==> config.mk <==
export PLATFORM = sky130hd
export DESIGN_NAME = fuzzy_input_serializer
export DESIGN_NICKNAME = d
export VERILOG_FILES = /design/src/rtl/fuzzy_input_serializer_pkg.sv /design/src/rtl/fuzzy_input_serializer_shift_lane.sv /design/src/rtl/fuzzy_input_serializer.sv
export SDC_FILE = /design/constraint.sdc
export NUM_CORES = 1
export LEC_CHECK = 0
export BUFFER_PORTS_ARGS = -buffer_cell sky130_fd_sc_hd__buf_2
export CORE_ASPECT_RATIO = 1.1
export CORE_UTILIZATION = 50
export DETAILED_ROUTE_END_ITERATION = 6
export PLACE_DENSITY_LB_ADDON = 0.12
export SLEW_MARGIN = 20
export SYNTH_ARGS = -nofsm -noshare
export SYNTH_HDL_FRONTEND = slang
export SYNTH_HIERARCHICAL = 1
export SYNTH_SLANG_ARGS = --single-unit
==> constraint.sdc <==
create_clock -name clock -period 2.1 [get_ports clock]
set_input_delay 0.21 -clock clock [delete_from_list [all_inputs] [get_ports clock]]
set_output_delay 0.21 -clock clock [all_outputs]
set_load 0.05 [all_outputs]
==> src/rtl/fuzzy_input_serializer_pkg.sv <==
// fuzzy_ser_pkg: shared types and constants for the fuzzy input serializer.
// Optional frame counter in the top is enabled with `define FUZZ_SER_FRAME_CNT_EN.
package fuzzy_ser_pkg;

   // Control FSM states of the serializer
   typedef enum logic [1:0] {
      IDLE  = 2'd0,
      SHIFT = 2'd1,
      GAP   = 2'd2
   } state_t;

   // Crisp input width expected by the fuzzification receiver (index 9..0)
   localparam int DEFAULT_INPUT_WIDTH = 10;

   // Width of the inter-frame gap counter (supports 0..15 idle cycles)
   localparam int GAP_CNT_W = 4;

   // Width of the optional frame counter
   localparam int FRAME_CNT_W = 16;

endpackage

==> src/rtl/fuzzy_input_serializer_shift_lane.sv <==
// fuzzy_shift_lane: single-input parallel-in / serial-out lane, MSB first.
// Load has priority over shift; shifting fills with zeros so an exhausted
// lane presents 0 on its MSB.
module fuzzy_shift_lane
#(
   parameter int WIDTH = 10
) (
   input  logic             clock,
   input  logic             reset,
   input  logic             load,
   input  logic             shift,
   input  logic [WIDTH-1:0] data,
   output logic             msb
);

   logic [WIDTH-1:0] shift_reg;

   // Capture a new word on load, otherwise move the next bit into the MSB
   always_ff @(posedge clock) begin
      if (reset) begin
         shift_reg <= '0;
      end else if (load) begin
         shift_reg <= data;
      end else if (shift) begin
         shift_reg <= {shift_reg[WIDTH-2:0], 1'b0};
      end
   end

   assign msb = shift_reg[WIDTH-1];

endmodule

==> src/rtl/fuzzy_input_serializer.sv <==
// fuzzy_input_serializer: accepts a pair of crisp words on a valid/ready
// handshake and streams them MSB first as start + two serial bits, one
// frame of INPUT_WIDTH cycles per pair, optionally followed by GAP_CYCLES
// idle cycles. All outputs are driven from registers.
// Define FUZZ_SER_FRAME_CNT_EN to add the frame_count / frame_pulse outputs.
module fuzzy_input_serializer
   import fuzzy_ser_pkg::*;
#(
   parameter int INPUT_WIDTH = DEFAULT_INPUT_WIDTH,
   parameter int GAP_CYCLES  = 0
) (
   input  logic                   clock,
   input  logic                   reset,
   input  logic                   in_valid,
   output logic                   in_ready,
   input  logic [INPUT_WIDTH-1:0] in_data_0,
   input  logic [INPUT_WIDTH-1:0] in_data_1,
   output logic                   out_start,
   output logic                   out_inputs_0,
   output logic                   out_inputs_1,
   output logic                   out_last,
   output logic                   busy
`ifdef FUZZ_SER_FRAME_CNT_EN
   ,
   output logic [FRAME_CNT_W-1:0] frame_count,
   output logic                   frame_pulse
`endif
);

   localparam int CNT_W = (INPUT_WIDTH > 1) ? $clog2(INPUT_WIDTH) : 1;
   localparam logic [CNT_W-1:0]     CNT_LAST = CNT_W'(INPUT_WIDTH - 1);
   localparam logic [CNT_W-1:0]     CNT_ONE  = CNT_W'(1);
   localparam logic [GAP_CNT_W-1:0] GAP_LAST = GAP_CNT_W'((GAP_CYCLES > 0) ? GAP_CYCLES - 1 : 0);
   localparam logic [GAP_CNT_W-1:0] GAP_ONE  = GAP_CNT_W'(1);
   localparam bit                   HAS_GAP  = (GAP_CYCLES > 0);

   state_t               state_reg;
   logic [CNT_W-1:0]     bit_cnt_reg;
   logic [GAP_CNT_W-1:0] gap_cnt_reg;
   logic                 start_reg;
   logic                 last_reg;
   logic                 ready_reg;
   logic                 busy_reg;

   logic                 accept;
   logic                 lane_load;
   logic                 lane_shift;
   logic [INPUT_WIDTH-1:0] lane_data [2];
   logic                 lane_msb  [2];

   // A pair is taken only on the handshake; ready is a register, so there is
   // no combinational path from in_valid back to in_ready.
   assign accept     = in_valid & ready_reg;
   assign lane_load  = accept;
   assign lane_shift = (state_reg == SHIFT);

   assign lane_data[0] = in_data_0;
   assign lane_data[1] = in_data_1;

   generate
      for (genvar gi = 0; gi < 2; gi++) begin : g_lane
         fuzzy_shift_lane #(
            .WIDTH (INPUT_WIDTH)
         ) u_lane (
            .clock (clock),
            .reset (reset),
            .load  (lane_load),
            .shift (lane_shift),
            .data  (lane_data[gi]),
            .msb   (lane_msb[gi])
         );
      end
   endgenerate

   // Control FSM: frame sequencing, bit/gap counters and registered status outputs
   always_ff @(posedge clock) begin
      if (reset) begin
         state_reg   <= IDLE;
         bit_cnt_reg <= CNT_LAST;
         gap_cnt_reg <= '0;
         start_reg   <= 1'b0;
         last_reg    <= 1'b0;
         ready_reg   <= 1'b1;
         busy_reg    <= 1'b0;
      end else begin
         unique case (state_reg)
            IDLE: begin
               if (accept) begin
                  state_reg   <= SHIFT;
                  bit_cnt_reg <= CNT_LAST;
                  start_reg   <= 1'b1;
                  last_reg    <= 1'b0;
                  ready_reg   <= 1'b0;
                  busy_reg    <= 1'b1;
               end
            end
            SHIFT: begin
               if (bit_cnt_reg == '0) begin
                  if (HAS_GAP) begin
                     state_reg   <= GAP;
                     gap_cnt_reg <= GAP_LAST;
                     start_reg   <= 1'b0;
                     last_reg    <= 1'b0;
                     ready_reg   <= 1'b0;
                     busy_reg    <= 1'b1;
                  end else if (accept) begin
                     // Back-to-back: next MSB directly follows this LSB
                     bit_cnt_reg <= CNT_LAST;
                     start_reg   <= 1'b1;
                     last_reg    <= 1'b0;
                     ready_reg   <= 1'b0;
                     busy_reg    <= 1'b1;
                  end else begin
                     state_reg   <= IDLE;
                     bit_cnt_reg <= CNT_LAST;
                     start_reg   <= 1'b0;
                     last_reg    <= 1'b0;
                     ready_reg   <= 1'b1;
                     busy_reg    <= 1'b0;
                  end
               end else begin
                  bit_cnt_reg <= bit_cnt_reg - CNT_ONE;
                  last_reg    <= (bit_cnt_reg == CNT_ONE);
                  ready_reg   <= (bit_cnt_reg == CNT_ONE) && !HAS_GAP;
               end
            end
            GAP: begin
               if (gap_cnt_reg == '0) begin
                  state_reg   <= IDLE;
                  bit_cnt_reg <= CNT_LAST;
                  ready_reg   <= 1'b1;
                  busy_reg    <= 1'b0;
               end else begin
                  gap_cnt_reg <= gap_cnt_reg - GAP_ONE;
               end
            end
            default: begin
               state_reg   <= IDLE;
               bit_cnt_reg <= CNT_LAST;
               start_reg   <= 1'b0;
               last_reg    <= 1'b0;
               ready_reg   <= 1'b1;
               busy_reg    <= 1'b0;
            end
         endcase
      end
   end

   assign in_ready     = ready_reg;
   assign out_start    = start_reg;
   assign out_last     = last_reg;
   assign busy         = busy_reg;
   // Lane MSBs are registers; gating with start keeps idle/gap outputs at 0
   assign out_inputs_0 = lane_msb[0] & start_reg;
   assign out_inputs_1 = lane_msb[1] & start_reg;

`ifdef FUZZ_SER_FRAME_CNT_EN
   logic [FRAME_CNT_W-1:0] frame_count_reg;
   logic                   frame_pulse_reg;

   // Count completed frames (wrapping) and pulse once after each final bit
   always_ff @(posedge clock) begin
      if (reset) begin
         frame_count_reg <= '0;
         frame_pulse_reg <= 1'b0;
      end else begin
         frame_pulse_reg <= last_reg;
         if (last_reg) begin
            frame_count_reg <= frame_count_reg + FRAME_CNT_W'(1);
         end
      end
   end

   assign frame_count = frame_count_reg;
   assign frame_pulse = frame_pulse_reg;
`endif

endmodule

Word-level counts from Yosys, hierarchy flattened
Cells that the tools add are included.
{"block": "word_totals", "register_bits": 34, "latchBits": 0, "ram_bits": 0, "romBits": 0, "memories": 0}
{"block": "op_classes", "n_addsub": 2, "mul": 0, "div_mod_pow": 0, "n_lt_le_gt_ge": 0, "eq_ne": 7, "shift": 0, "n_mux": 26, "bitwise": 5, "reduce_logical": 10}
{"operator": "$mux 10", "n": 4}
{"operator": "$mux 4", "n": 3}
{"operator": "$pmux 1 s3", "n": 4}
{"operator": "$pmux 4 s3", "n": 1}
{"operator": "$mux 1", "n": 9}
{"operator": "$logic_not 4->1", "n": 2}
{"operator": "$mux 2", "n": 4}
{"operator": "$ne 2x2->1 const B", "n": 4}
{"operator": "$sub 4x1->4 const B", "n": 2}
{"operator": "$pmux 2 s3", "n": 1}
{"operator": "$reduce_and 2->1", "n": 3}
{"operator": "$reduce_and 3->1", "n": 2}
{"operator": "$eq 4x1->1 const B", "n": 1}
{"operator": "$reduce_and 4->1", "n": 1}
{"operator": "$and 1x1->1", "n": 3}
{"operator": "$eq 2x1->1 const B", "n": 1}
{"operator": "$eq 2x2->1 const B", "n": 1}
{"operator": "$logic_not 2->1", "n": 1}
{"operator": "$not 1->1", "n": 2}
{"operator": "$reduce_bool 2->1", "n": 1}

Depth between registers and ports, before layout
Gate-level depths: netlist of the first run.
{"block": "depth", "word_depth": 4, "ltp_mapped": 5, "mapped_depth_nobuf": 5}

Hierarchy
Netlist of the first run, hierarchy kept.
{"mod": "fuzzy_shift_lane", "instances": 2, "cells_per_inst": 44, "area_per_inst_um2": 457.9}
{"mod": "fuzzy_input_serializer", "instances": 1, "cells_per_inst": 50, "area_per_inst_um2": 459.2}

Least setup slack after synthesis of the first run
Ideal clock, no wire load.
{"block": "synth_path", "path_type": "flip-flop to flip-flop", "startpoint": "register ready_reg, in the netlist in_ready", "endpoint": "register g_lane[0].u_lane.shift_reg[1]", "arrival_ns": 1.536, "required_time_ns": 2.014, "setup_slack_ns": 0.479, "stages_incl_launch_ff": 6, "path_buffers": 1, "synth_period_minus_slack_ns": 1.621, "cell_sequence": "dfxtp_1 -> nand2_1 -> inv_1 -> buf_4 -> clkinv_1 -> a211oi_1"}
{"block": "synth_via", "elab_chain_len": 2}
{"item": "start, declared", "line_no": "fuzzy_input_serializer.sv:42", "source": "logic ready_reg;"}
{"item": "start signal, assigned", "line_no": "fuzzy_input_serializer.sv:124", "source": "ready_reg <= (bit_cnt_reg == CNT_ONE) && !HAS_GAP;"}
{"item": "$and 1x1->1 *", "line_no": "fuzzy_input_serializer.sv:53", "source": "assign accept = in_valid & ready_reg;"}
{"item": "net accept", "line_no": "fuzzy_input_serializer.sv:45", "source": "logic accept;"}
{"item": "$mux 10 / $reduce_bool 2->1 (equally long branches)"}
{"item": "end signal, assigned", "line_no": "fuzzy_input_serializer_shift_lane.sv:23", "source": "shift_reg <= data;"}
{"item": "end signal, assigned", "line_no": "fuzzy_input_serializer_shift_lane.sv:25", "source": "shift_reg <= {shift_reg[WIDTH-2:0], 1'b0};"}
{"item": "end, declared", "line_no": "fuzzy_input_serializer_shift_lane.sv:16", "source": "logic [WIDTH-1:0] shift_reg;"}
The timed path passes the listed nets; every way through them passes the cells marked *.
A chain may end at the register's enable or synchronous reset.

Final worst setup path of the first run
{"block": "layout_path", "startpoint": "register ready_reg, in the netlist in_ready", "endpoint": "register g_lane[0].u_lane.shift_reg[0]"}
Same word-level chain as after synthesis.

==> impl_metrics.ini, run 1 <==
[status]
status = finished clean

[timing]
drv_slew = 0
layout_min_cycle_time_ps = 1480
rsz0062_at_grt = false
fin_worst_skew_ps = 13.2
setup_slack_ps = 620
hold_violations = 0
max_freq_mhz = 676
worst_pin_slew_ps = 538
tns_ps = 0
setup_viol = 0
fin_crit_sh_pct = 70.5
slew_headroom_pct = 64.1

[critical_path]
reg2reg_to = g_lane[0].u_lane/shift_reg[0]
crit_path_start = in_ready
r2r_setup_slack_ps = 620
worstSetupStartpointType = register
reg2reg_from = in_ready
worst_setup_path_end_kind = register
slowest_stage = dfxtp_1
worstPathCellList = nand2_1 -> inv_1 -> buf_4 -> or3b_1 -> a21oi_1
critPathKind = reg -> reg
required_ps = 2360
endpoint = g_lane[0].u_lane/shift_reg[0]
crit_fanout = 16
cp.arrival_ps = 1740
r2r_cells = 5
slowest_delay_ps = 390

[finish]
final_cells = 195
final_util_pct = 61.3
drive_gt1_share_pct = 24.4
fin_nets = 191
syn_to_final_growth_pct = 13.5
n_antenna_cell = 0
largest_reg_flops = 20
fillers = 229

[yosys]
synth_edf_count = 0
synth_fp_nets = 164
ys_seq_elements = 28
yosysSeqAreaShare_pct = 40.8
synth-compound-area-share_pct = 20.7
yosys-top-cells-area = dfxtp_1 41%, mux2i_1 13%, a211oi_1 10%
synth.top_cell.area_share_pct = 40.8
synth_cell_types = 31
synthSimpleGateAreaFrac_pct = 15.8
syn_inst = 138
postSynth.asyncResetShare_pct = 0
yosys_warnings = 6
ys.flop_type = dfxtp_1
yosysTopAreaCell = dfxtp_1
synth_fa_ha_area_share_pct = 2.73
postSynthAreaPerCell_um2 = 9.96
synth_area_mm2 = 0.00138
muxShareOfSynthArea_pct = 13.1
synth_xor_area_share_pct = 0
synth_top_family_by_area = compound AO/OA/AOI/OAI gates

[cts]
cts-root-buf = clkbuf_4
cts_buffers = 3
cts_buffer_depth = 2
post_cts_buffers = 0
h-tree-depth = 1
cts_sinks = 28
clk_latency_ps = 330
path_clk_slew_ps = 160
ctsResizeCount = 0
cts_hold_buf = 0
cts_tree = yes

[floorplan]
rows = 19
fp.dieArea_mm2 = 0.00296
io_pins = 29
coreArea_mm2 = 0.00254
die_h_um = 57
start_util_pct = 54.1
die_x_um = 52

[routing]
wl_per_cell_um = 12.5
firstDrtPassIters = 4
drtAntennaViolNets = 0
drt-total-wl_um = 2440
drt_iter0_markers = 10
vias_per_cell = 5.48
drc = 0
vias = 1068

[power]
peakVddDrop_mv = 0.507
p_leak_nw = 0.628
power_w = 0.00119
power_density_mw_per_mm2 = 765

[global_route]
grt_overflow_total = 0
antenna_found_initial = 0
track_usage_pct = 19.3
grt_pass1_vias = 1051
grt_max_degree = 32
grt_pass1_wl_um = 4350

[job]
maxCapViolCount = 0

[place]
gp_congestion = 0.712
place_inst = 191
io_buffers = 28
place_ws_ps = 649
dp_hpwl_um = 1760

[worst_hold_path]
hold_class = in -> reg
==> cell type report <==
cell class	instances	area [µm²]	area share [%]
flip-flops and latches	28	561	35.9
well taps	31	38.8	2.49
clock inverters	1	30.0	1.92
inverters	7	26.3	1.68
multi-input cells	94	719	46.1
repair buffers	31	163	10.4
clock buffers	3	22.5	1.44
==> placed cells by master (no fill, tap or decap), drive strengths merged, types with 2 or more instances in the layout <==
master	netlist	final
buf	7	31
dfxtp	28	28
a211oi	19	19
nor2b	19	19
mux2i	18	18
a21oi	7	7
inv	5	5
nor2	4	4
nand2	3	3
ha	3	3
clkbuf	2	3
and2	2	2
or3	2	2
nand3b	2	2
a31oi	2	2
o21ai	2	2
clkinv	2	2
or3b	2	2
==> cell families (layout without fill, tap and decap cells) <==
logic type,Yosys count,count (layout)
multiplexers,18,18
flip-flops,28,28
adder cells (fa/ha/maj),3,3
AND/OR/NAND/NOR,36,36
AO/OA/AOI/OAI,37,37
buffers and inverters,16,42
==> cell usage after synthesis (3+ instances only) <==
master     n
mux2i_1   18
nor2b_1   19
ha_1       3
dfxtp_1   28
inv_1      5
buf_6      3
nor2_1     3
a21oi_1    6
nand2_1    3
a211oi_1  19
buf_4      3
==> power breakdown <==
part,switching [W],internal (W),total (W)
Combinational,0.000126,0.000104,0.000230
Clock,0.000158,0.000193,0.000351
Sequential,0.0000343,0.000579,0.000613
==> worst max-delay path: cells and delay by family (launching register included) <==
| family | cells | cell delay [ps] |
|---|---|---|
| compound gates | 1 | 150 |
| buf+inv | 2 | 350 |
| flops | 1 | 390 |
| simple gates | 2 | 500 |
==> routing by layer <==
metal	vias to the layer above	GRT usage [%]	share of wire, %
li1	551	-	-
met1	493	23.5	46
met2	20	32.6	49
met3	4	2.40	2.9
met4	0	10.4	1.9
met5	-	0	0
==> how the worst min path moves through the flow <==
stage | slack (ps) | end | cells past startpoint | from
3_3_place_gp | 460 | g_lane[0].u_lane/shift_reg[0] | 3 | in_data_0[0]
6_report | 110 | g_lane[1].u_lane/shift_reg[0] | 3 | in_data_1[0]
2_1_floorplan | 350 | g_lane[0].u_lane/shift_reg[0] | 2 | in_data_0[0]
3_5_place_dp | 470 | g_lane[1].u_lane/shift_reg[0] | 3 | in_data_1[0]
5_1_grt | 90 | g_lane[1].u_lane/shift_reg[0] | 3 | in_data_1[0]
4_1_cts | 90 | g_lane[1].u_lane/shift_reg[0] | 3 | in_data_1[0]
==> stage by stage <==
stage	instance area [µm²]	hold slack (ps)
after floorplan	1380	353
after global placement	1510	459
after detailed placement	1510	471
after CTS	1560	89.8
after global routing	1560	87.3
final	1560	105
No activity file was read; power rests on OpenSTA's default activity.
==> inputs of run 2 (changes only) <==
ABC_AREA = 1   (was default)
CORE_UTILIZATION = 48   (was 50)
clock period = 1.2 ns   (was 2.1 ns; I/O delays follow)
==> run 2 against run 1 <==
  * Clock skew is 9.3 ps lower
  * Non-clock buffer count is 3 higher
  * Sequential share of layout area is 1.6 points lower
  * Sequential power is 70% higher
  * Power is 70% higher
  * Utilization is 1.5 points lower
  * Critical path type is now reg -> out
==> impl_metrics.ini, run 2 <==
[status]
status = finished clean

[floorplan]
die_h_um = 58.6
die_x_um = 53.5
coreArea_mm2 = 0.00278
io_pins = 29
start_util_pct = 50.3
rows = 20
fp.dieArea_mm2 = 0.00313

[critical_path]
crit_buf_inv = 2
worst_setup_path_end_kind = output port
cp.depth = 3
crit_family = flip-flops
r2r_cells = 6
critPathKind = reg -> out
slowest_delay_ps = 400
worstSetupStartpointType = register
slowest_stage = dfxtp_4
worstPathCellList = nand2_1 -> inv_1 -> buf_4
cp.arrival_ps = 1020
crit_fanout = 5
required_ps = 1080

[timing]
worst_pin_slew_ps = 334
setup_slack_ps = 55.3
fin_crit_sh_pct = 95.4
setup_viol = 0
fin_worst_skew_ps = 3.90
layout_min_cycle_time_ps = 1140
hold_violations = 0
max_freq_mhz = 874
slew_headroom_pct = 77.7
drv_slew = 0

[finish]
fin_area_mm2 = 0.00166
final_common_cell = nand2_1
fin_nets = 269
largest_reg_flops = 20
drive_gt1_share_pct = 24.8
syn_to_final_growth_pct = 18.9
n_antenna_cell = 0
final_cell_mix = 77 x nand2_1, 32 x nand3_1, 26 x inv_1, 26 x buf_2, 24 x dfxtp_1

[yosys]
postSynth.asyncResetShare_pct = 0
yosys_warnings = 6
ys.flop_type = dfxtp_1
synth_edf_count = 0
yosysSeqAreaShare_pct = 40.1
yosys-top-cells-area = dfxtp_1 40%, nand2_1 21%, nand3_1 11%
synth_area_mm2 = 0.00140
synth.top_cell.area_share_pct = 40.1
yosysMostFrequentCell = nand2_1
ys_seq_elements = 28
yosysTopAreaCell = dfxtp_1
synth_cell_types = 19
syn_inst = 209
synth_fp_nets = 235
ys_top_cells_by_count = 77 x nand2_1, 32 x nand3_1, 28 x dfxtp_1, 26 x inv_1, 12 x a21oi_1
postSynthAreaPerCell_um2 = 6.69

[power]
power_w = 0.00203
p_int_w = 0.00142
combinationalPowerShare_pct = 22.0
swShare_pct = 30.1
sequentialPowerShare_pct = 51.2
peakVddDrop_mv = 0.688
switchingPower_w = 0.000611
clock_power_share_pct = 26.8
power_density_mw_per_mm2 = 1220
p_leak_nw = 0.903

[routing]
drtAntennaViolNets = 0
vias_per_cell = 4.71
firstDrtPassIters = 4
drt_iter0_markers = 22
vias = 1294
wl_per_cell_um = 9.88
drc = 0
drt-total-wl_um = 2720

[cts]
cts_tree = yes
path_clk_slew_ps = 150
clk_latency_ps = 340
cts_hold_buf = 0
cts_sinks = 28
cts_buffer_depth = 2
post_cts_buffers = 0
h-tree-depth = 1
cts_buffers = 3
cts-root-buf = clkbuf_4

[place]
place_ws_ps = 59.8
gp_congestion = 0.766
postPlaceCellArea_mm2 = 0.00159
dp_hpwl_um = 1890
io_buffers = 28

[global_route]
grt_pass1_vias = 1037
antenna_found_initial = 0
grt_overflow_total = 0
grt_max_degree = 17
grt_pass1_wl_um = 4400
track_usage_pct = 19.1

[job]
maxCapViolCount = 0

[worst_hold_path]
min_path_cells = 3
hold_class = in -> reg
-- run 2: cell types whose count changed after synthesis, sizes merged, moves of 6 or more --
cell    before  now
a21oi        7   13
inv          5   32
nand3        0   32
a211oi      19    0
nand2        3   82
mux2i       18    0
nor2b       19    0
-- run 2: power by group through the flow --
stage          Combinational [W]  Clock (W)  Sequential, W
2_1_floorplan           0.000293          0        0.00108
3_5_place_dp            0.000438          0        0.00106
6_report                0.000447   0.000545        0.00104
5_1_grt                 0.000500   0.000605        0.00105
4_1_cts                 0.000442   0.000562        0.00104
3_3_place_gp            0.000439          0        0.00106
-- run 2: metal layers --
metal	share of wire (%)	track usage [%]	vias to the layer above
met5	0	0	-
met4	1.8	9.02	0
met3	3.5	2.33	5
met2	44	31.3	26
met1	51	24.7	542
li1	-	-	721
-- run 2: path summary, 6_finish.rpt --
check | start | to | slack [ps]
max | busy | out_inputs_1 | 60
max reg2reg | bit_cnt_reg[1] | bit_cnt_reg[3] | 100
min reg2reg | out_last | out_last | 470
min | in_data_1[0] | g_lane[1].u_lane/shift_reg[0] | 30
-- run 2: kinds of logic (layout without fill, tap and decap cells) --
group | count (synthesis) | after routing | synth area share, %
flip-flops | 28 | 28 | 40.1
AO/OA/AOI/OAI | 14 | 14 | 5.28
AND/OR/NAND/NOR | 125 | 126 | 39.6
buffers and inverters | 39 | 71 | 12.4
adder cells (fa/ha/maj) | 3 | 3 | 2.69
-- run 2: metrics by stage --
stage,TNS [ps],std cells,utilization (%),hold WS [ps]
final,0,275,59.8,26.7
after global routing,-0.403,275,59.8,17.9
after CTS,0,274,59.3,6.96
after detailed placement,0,270,57.3,395
after global placement,0,270,57.3,385
after floorplan,0,209,-,189
-- run 2: repair_timing --
| action | in CTS | in global routing |
|---|---|---|
| gates cloned | 0 | 1 |
| gates resized for setup | 3 | 5 |
| pin swaps | 0 | 1 |
| setup endpoints to repair | 2 | 24 |
-- run 2: tightest hold or removal path: stages --
cell and delay (ps):
buf_2 100, nand2_1 50, a21oi_1 60
-- run 2: final cells by class --
type / instances / area (µm²)
Fill cell: 291 / 1120
Multi-Input combinational cell: 143 / 673
Sequential cell: 28 / 571
Timing Repair Buffer: 34 / 203
Inverter: 33 / 126
Clock buffer: 4 / 47.5
Tap cell: 33 / 41.3
